==> config.mk <==
export PLATFORM = sky130hd
export DESIGN_NAME = seq_pattern_tx_flat
export DESIGN_NICKNAME = d
export VERILOG_FILES = /design/src/rtl/seq_pattern_tx_pkg.sv /design/src/rtl/seq_pattern_tx_if.sv /design/src/rtl/seq_pattern_tx_shift.sv /design/src/rtl/seq_pattern_tx.sv /design/src/flat_wrapper.sv
export SDC_FILE = /design/constraint.sdc
export NUM_CORES = 1
export LEC_CHECK = 0
export ABC_AREA = 1
export BUFFER_PORTS_ARGS = -buffer_cell sky130_fd_sc_hd__buf_4
export CORE_ASPECT_RATIO = 0.9
export CORE_MARGIN = 5
export CORE_UTILIZATION = 25
export CTS_BUF_LIST = sky130_fd_sc_hd__clkbuf_8
export CTS_CLUSTER_SIZE = 24
export DETAILED_ROUTE_END_ITERATION = 8
export GPL_TIMING_DRIVEN = 1
export PLACE_DENSITY_LB_ADDON = 0.2
export SLEW_MARGIN = 30
export SYNTH_ARGS = -nofsm -noshare
export SYNTH_HDL_FRONTEND = slang
export SYNTH_SLANG_ARGS = --single-unit
==> constraint.sdc <==
create_clock -name clk -period 4.7 [get_ports clk]
set_input_delay 0.47 -clock clk [delete_from_list [all_inputs] [get_ports clk]]
set_output_delay 0.47 -clock clk [all_outputs]
set_load 0.02 [all_outputs]
==> src/rtl/seq_pattern_tx_pkg.sv <==
// Shared definitions for the serial pattern transmitter and the detector bench:
// FSM state encoding and default widths.
package seq_pkg;

    typedef logic [1:0] state_t;

    localparam state_t ST_IDLE = 2'd0;
    localparam state_t ST_SEND = 2'd1;
    localparam state_t ST_GAP  = 2'd2;
    localparam state_t ST_DONE = 2'd3;

    localparam int PAT_W_DEF = 16;
    localparam int LEN_W_DEF = 5;
    localparam int CNT_W_DEF = 4;

endpackage

==> src/rtl/seq_pattern_tx_if.sv <==
// Control/stream bundle between a pattern transmitter and whoever drives it.
interface seq_pattern_tx_if #(
    parameter int PAT_W = seq_pkg::PAT_W_DEF,
    parameter int LEN_W = seq_pkg::LEN_W_DEF,
    parameter int CNT_W = seq_pkg::CNT_W_DEF
);
    logic             start;
    logic             abort;
    logic [PAT_W-1:0] pattern;
    logic [LEN_W-1:0] len;
    logic [CNT_W-1:0] reps;
    logic             a;
    logic             a_vld;
    logic             busy;
    logic             done;
    logic [LEN_W-1:0] bit_idx;

    modport master (
        output start, abort, pattern, len, reps,
        input  a, a_vld, busy, done, bit_idx
    );

    modport slave (
        input  start, abort, pattern, len, reps,
        output a, a_vld, busy, done, bit_idx
    );
endinterface

==> src/rtl/seq_pattern_tx_shift.sv <==
// Load/shift-left pattern register; the pattern is left-aligned on load so the
// bit to transmit is always the MSB of the word.
module pat_shift_reg #(
    parameter int PAT_W = seq_pkg::PAT_W_DEF,
    parameter int LEN_W = seq_pkg::LEN_W_DEF
)(
    input  logic             clk,
    input  logic             rst,
    input  logic             load,
    input  logic             shift,
    input  logic [PAT_W-1:0] load_word,
    input  logic [LEN_W-1:0] load_len,
    output logic             bit_out,
    output logic [LEN_W-1:0] idx
);
    logic [PAT_W-1:0] word;

    // load_len is never 0 or above PAT_W when load is asserted
    always_ff @(posedge clk or negedge rst) begin
        if (!rst) begin
            word <= '0;
            idx  <= '0;
        end else if (load) begin
            word <= load_word << (LEN_W'(PAT_W) - load_len);
            idx  <= load_len - LEN_W'(1);
        end else if (shift) begin
            word <= {word[PAT_W-2:0], 1'b0};
            idx  <= idx - LEN_W'(1);
        end
    end

    assign bit_out = word[PAT_W-1];
endmodule

==> src/rtl/seq_pattern_tx.sv <==
// Serial bit-pattern transmitter: sends a latched word MSB-first, optionally
// repeated with a fixed idle gap, and pulses done after the last bit.
module seq_pattern_tx
    import seq_pkg::*;
#(
    parameter int PAT_W   = PAT_W_DEF,
    parameter int LEN_W   = LEN_W_DEF,
    parameter int CNT_W   = CNT_W_DEF,
    parameter int GAP_CYC = 2
)(
    input  logic             clk,
    input  logic             rst,
    seq_pattern_tx_if.slave  bus
);
    localparam int GAP_W = (GAP_CYC > 1) ? $clog2(GAP_CYC) : 1;
    localparam logic [GAP_W-1:0] GAP_LAST = GAP_W'((GAP_CYC > 0) ? GAP_CYC - 1 : 0);

    function automatic logic [LEN_W-1:0] clamp_len(input logic [LEN_W-1:0] l);
        return (l > LEN_W'(PAT_W)) ? LEN_W'(PAT_W) : l;
    endfunction

    function automatic logic [CNT_W-1:0] floor_reps(input logic [CNT_W-1:0] r);
        return (r == '0) ? CNT_W'(1) : r;
    endfunction

    state_t           state_q, state_d;
    logic [PAT_W-1:0] pat_q;
    logic [LEN_W-1:0] len_q;
    logic [CNT_W-1:0] reps_q;
    logic [GAP_W-1:0] gap_q;

    logic [LEN_W-1:0] eff_len;
    logic [CNT_W-1:0] eff_reps;
    logic             accept, last_bit, more_reps, gap_end;
    logic             load, shift;
    logic [PAT_W-1:0] load_word;
    logic [LEN_W-1:0] load_len;
    logic             bit_out;
    logic [LEN_W-1:0] idx;

    assign eff_len   = clamp_len(bus.len);
    assign eff_reps  = floor_reps(bus.reps);
    assign accept    = (state_q == ST_IDLE) && bus.start && !bus.abort;
    assign last_bit  = (idx == '0);
    assign more_reps = (reps_q > CNT_W'(1));
    assign gap_end   = (gap_q == GAP_LAST);

    always_ff @(posedge clk or negedge rst) begin
        if (!rst) state_q <= ST_IDLE;
        else      state_q <= state_d;
    end

    // abort overrides every other transition, including a simultaneous start
    always_comb begin
        state_d = state_q;
        unique case (state_q)
            ST_IDLE: if (bus.start) state_d = (eff_len == '0) ? ST_DONE : ST_SEND;
            ST_SEND: if (last_bit)
                         state_d = !more_reps ? ST_DONE :
                                   (GAP_CYC > 0) ? ST_GAP : ST_SEND;
            ST_GAP:  if (gap_end) state_d = ST_SEND;
            ST_DONE: state_d = ST_IDLE;
            default: state_d = ST_IDLE;
        endcase
        if (bus.abort) state_d = ST_IDLE;
    end

    always_comb begin
        bus.a       = (state_q == ST_SEND) ? bit_out : 1'b0;
        bus.a_vld   = (state_q == ST_SEND);
        bus.busy    = (state_q == ST_SEND) || (state_q == ST_GAP);
        bus.done    = (state_q == ST_DONE);
        bus.bit_idx = (state_q == ST_SEND) ? idx : '0;
    end

    // First load comes straight from the inputs; reloads come from the latched copy
    always_comb begin
        load = !bus.abort && (
                   (accept && eff_len != '0) ||
                   (state_q == ST_SEND && last_bit && more_reps && GAP_CYC == 0) ||
                   (state_q == ST_GAP && gap_end));
        shift     = (state_q == ST_SEND) && !last_bit;
        load_word = (state_q == ST_IDLE) ? bus.pattern : pat_q;
        load_len  = (state_q == ST_IDLE) ? eff_len     : len_q;
    end

    always_ff @(posedge clk or negedge rst) begin
        if (!rst) begin
            pat_q  <= '0;
            len_q  <= '0;
            reps_q <= '0;
            gap_q  <= '0;
        end else begin
            if (accept) begin
                pat_q  <= bus.pattern;
                len_q  <= eff_len;
                reps_q <= eff_reps;
            end else if (state_q == ST_SEND && last_bit && more_reps) begin
                reps_q <= reps_q - CNT_W'(1);
            end
            gap_q <= (state_q == ST_GAP) ? gap_q + GAP_W'(1) : '0;
        end
    end

    pat_shift_reg #(.PAT_W(PAT_W), .LEN_W(LEN_W)) u_shift (
        .clk       (clk),
        .rst       (rst),
        .load      (load),
        .shift     (shift),
        .load_word (load_word),
        .load_len  (load_len),
        .bit_out   (bit_out),
        .idx       (idx)
    );
endmodule

==> src/flat_wrapper.sv <==
// flat-port wrapper written by rule: the top's interface ports become plain ports
module seq_pattern_tx_flat import seq_pkg::*;
#(
    parameter int PAT_W   = PAT_W_DEF,
    parameter int LEN_W   = LEN_W_DEF,
    parameter int CNT_W   = CNT_W_DEF,
    parameter int GAP_CYC = 2
)
  (clk, rst, bus_start, bus_abort, bus_pattern, bus_len, bus_reps, bus_a, bus_a_vld, bus_busy, bus_done, bus_bit_idx);
  seq_pattern_tx_if #(.PAT_W(PAT_W), .LEN_W(LEN_W), .CNT_W(CNT_W)) bus_i ();
  input  logic clk;
  input  logic rst;
  input wire logic [$bits(bus_i.start)-1:0] bus_start;
  input wire logic [$bits(bus_i.abort)-1:0] bus_abort;
  input wire logic [$bits(bus_i.pattern)-1:0] bus_pattern;
  input wire logic [$bits(bus_i.len)-1:0] bus_len;
  input wire logic [$bits(bus_i.reps)-1:0] bus_reps;
  output wire logic [$bits(bus_i.a)-1:0] bus_a;
  output wire logic [$bits(bus_i.a_vld)-1:0] bus_a_vld;
  output wire logic [$bits(bus_i.busy)-1:0] bus_busy;
  output wire logic [$bits(bus_i.done)-1:0] bus_done;
  output wire logic [$bits(bus_i.bit_idx)-1:0] bus_bit_idx;
  assign bus_i.start = bus_start;
  assign bus_i.abort = bus_abort;
  assign bus_i.pattern = bus_pattern;
  assign bus_i.len = bus_len;
  assign bus_i.reps = bus_reps;
  assign bus_a = bus_i.a;
  assign bus_a_vld = bus_i.a_vld;
  assign bus_busy = bus_i.busy;
  assign bus_done = bus_i.done;
  assign bus_bit_idx = bus_i.bit_idx;
  seq_pattern_tx #(.PAT_W(PAT_W), .LEN_W(LEN_W), .CNT_W(CNT_W), .GAP_CYC(GAP_CYC)) u_core (.clk(clk), .rst(rst), .bus(bus_i));
endmodule
==> results_dict.tcl <==
set metrics [dict create \
    run_status "completed" \
    critPathRequiredTime_ns 4.92 \
    drt_iter0_markers 246 \
    grtUsageTotal_pct 12.2 \
    vias 3390 \
    first_pass_iters 7 \
    cp_max_fo 23 \
    portBuffers 37 \
    finalSetupViolCount 0 \
    timing.fmax_mhz 296 \
    n_antenna_cell 0 \
    netlist_area_um2 3430 \
    synth_simple_gate_area_share_pct 40.4 \
    dp.cells 707 \
    dieArea_um2 16200 \
    synth_nets 561 \
    cts_tree "yes" \
    ys_seq_elements 49 \
    wl_met3_um 405 \
    final_cells 715 \
    grt_pass1_wl_mm 16.2 \
    top_layer "met4" \
    clk_pin_slew_ns 0.10 \
    skew_ns 0.00946 \
    areaGrowthSynthToFinish_pct 13.4 \
    yosys.area.top_type_share_pct 35.7 \
    crit_path_end_kind "flip-flop" \
    clkSinkCount 49 \
    worstPathArrival_ns 3.61 \
    grt_pass1_vias 3353 \
    ant_nets 0 \
    max_slew.worst_pin.slew_ns 0.708 \
    maxSlewHeadroom_pct 52.5 \
    clockBufferDepth 2 \
    post_drt_wl_per_cell_um 13.3 \
    p_leak_nw 2.03 \
    synthCells 524 \
    synthAdderAreaFrac_pct 2.92 \
    viasPerCell 4.74 \
    startpoint_type "flip-flop" \
    clk_root_buffer_cell "clkbuf_8" \
    synth_warnings 0 \
    drc 0 \
    layout-drive-gt1-share_pct 12.1 \
    finalHoldViolations 0 \
    drv_slew 0 \
    antenna_found_initial 0 \
    ctsResizeCount 0 \
    htree_num_levels 2 \
    ios 38 \
    holdWs_ns 0.189 \
    grt_max_degree 50 \
    hp-class "primary input to asynchronous set/reset pin" \
    worstSkewPairLatency_ns 0.32 \
    start_util_pct 25.6 \
    fin_setup_tns_ns 0 \
    fin_nets 583 \
    synth_xor_area_share_pct 0.510 \
    critical_path_class "flip-flop to flip-flop" \
    overflow 0 \
    cts_hold_buf 0 \
    synth.area.mux_share_pct 0 \
    finalCritPeriodShare_pct 72.0 \
    synth_top_cell_by_area "dfrtp_1" \
    cts_setup_buffers 0 \
    synth_area_per_cell_um2 6.55 \
    ys_top_cells_by_area "dfrtp_1, nand2_1, nand3_1" \
    wl_met2_mm 4.30 \
    coreArea_um2 13400 \
    synth-compound-area-share_pct 10.6 \
    period_needed_ns 3.38 \
    peakVddDrop_uv 177 \
    fp.dieH_um 121 \
    dp_hpwl_mm 7.21 \
    power_w 0.00268 \
    route.layer.met1.wl_mm 4.63 \
    rsz0062_at_grt "no" \
    power_density_nw_per_um2 688 \
    maxCapViolCount 0 \
    wl_mm 9.50 \
    die_x_um 134 \
    synth_top_family_by_area "simple AND/OR/NAND/NOR gates" \
    rows 40 \
    gp_congestion 0.931 \
    cts_made_buffers 5 \
    synthDistinctLibCells 35 \
    yosysSeqAreaShare_pct 35.7 \
]
-- worst paths after layout --
path                                         from                 endpoint  slack (ns)  cells past startpoint
worst min register to register     u_core.gap_end           u_core.gap_end        0.46                      1
worst max-delay path            u_core.state_q[0]  u_core.u_shift.word[15]        1.32                     16
worst max register to register  u_core.state_q[0]  u_core.u_shift.word[15]        1.32                     16
min in group clk                   bus_pattern[5]          u_core.pat_q[5]        0.36                      3
worst min-delay path                          rst   u_core.u_shift.word[7]        0.19                      1
max in group asynchronous                     rst         u_core.pat_q[12]        4.07                      1
-- cells in the mapped netlist, drive strengths merged --
cell type	n
nand2	189
nand3	86
inv	56
dfrtp	49
o21ai	41
nor2	30
a21oi	16
buf	12
clkbuf	11
ha	8
nand4	5
nor3	3
o22ai	3
or2	3
a22o	2
xor2	2
a22oi	1
a311oi	1
a31oi	1
clkinv	1
nand3b	1
nor3b	1
o21bai	1
o31ai	1
-- registers in the layout (all words and copies together) (netlist names) --
register,flops
u_core.reps_q,4
u_core.state_q,2
u_core.u_shift.idx,5
u_core.len_q,5
u_core.gap_end,1
u_core.pat_q,16
u_core.u_shift.word,16
-- critical path, cell delays in order, from the launching register on --
cell and delay (ns):
dfrtp_1 0.42, inv_1 0.10, ha_1 0.34, inv_4 0.25, nand2_2 0.21, nand2_4 0.23, inv_4 0.09, ha_1 0.58
inv_1 0.35, nand3_1 0.20, nand3_1 0.10, nand2_1 0.09, inv_1 0.04, nand2_1 0.05, nand3_1 0.10, nand2_1 0.08
inv_1 0.03
-- per-layer routing --
metal  vias to the layer above  GRT usage, %
li1                       1732             -
met5                         -             0
met4                         0          4.24
met3                        15          2.53
met2                        76          19.3
met1                      1567          16.7
-- report_power, final --
part           switching (W)  internal [W]
logic                0.00113      0.000551
registers           0.000115      0.000624
clock network       0.000153      0.000102
total                0.00140       0.00128
-- cells by family after synthesis --
group,count (synthesis)
AND/OR/NAND/NOR,318
buffers and inverters,80
AO/OA/AOI/OAI,67
flip-flops,49
adder cells (fa/ha/maj),8
XOR/XNOR,2
-- final cells by class --
| type | instances | area (µm²) |
|---|---|---|
| fill | 1510 | 9520 |
| multi-input combinational | 395 | 1870 |
| sequential | 49 | 1230 |
| timing repair buffer | 38 | 285 |
| inverter | 57 | 219 |
| tap | 168 | 210 |
| clock buffer | 5 | 68.8 |
| clock inverter | 3 | 15.0 |
-- cell usage in the layout, fill, tap and decap left out, types with 3 or more instances in the layout --
| cell type | instances |
|---|---|
| a21oi_1 | 15 |
| buf_4 | 38 |
| clkbuf_8 | 5 |
| dfrtp_1 | 49 |
| ha_1 | 8 |
| inv_1 | 52 |
| inv_2 | 4 |
| nand2_1 | 183 |
| nand2_2 | 4 |
| nand3_1 | 84 |
| nand4_1 | 5 |
| nor2_1 | 26 |
| nor3_1 | 3 |
| o21ai_0 | 38 |
| o21ai_1 | 3 |
| o22ai_1 | 3 |
| or2_2 | 3 |
-- per-stage QoR --
stage | setup slack, ns | instance area [µm²] | utilization [%]
2_1_floorplan | 2.18 | 3430 | -
3_3_place_gp | 1.44 | 3810 | 28.4
3_5_place_dp | 1.35 | 3810 | 28.4
4_1_cts | 1.32 | 3890 | 29.0
5_1_grt | 0.959 | 3890 | 29.0
6_report | 1.32 | 3890 | 29.0
No activity file was read; power rests on OpenSTA's default activity.
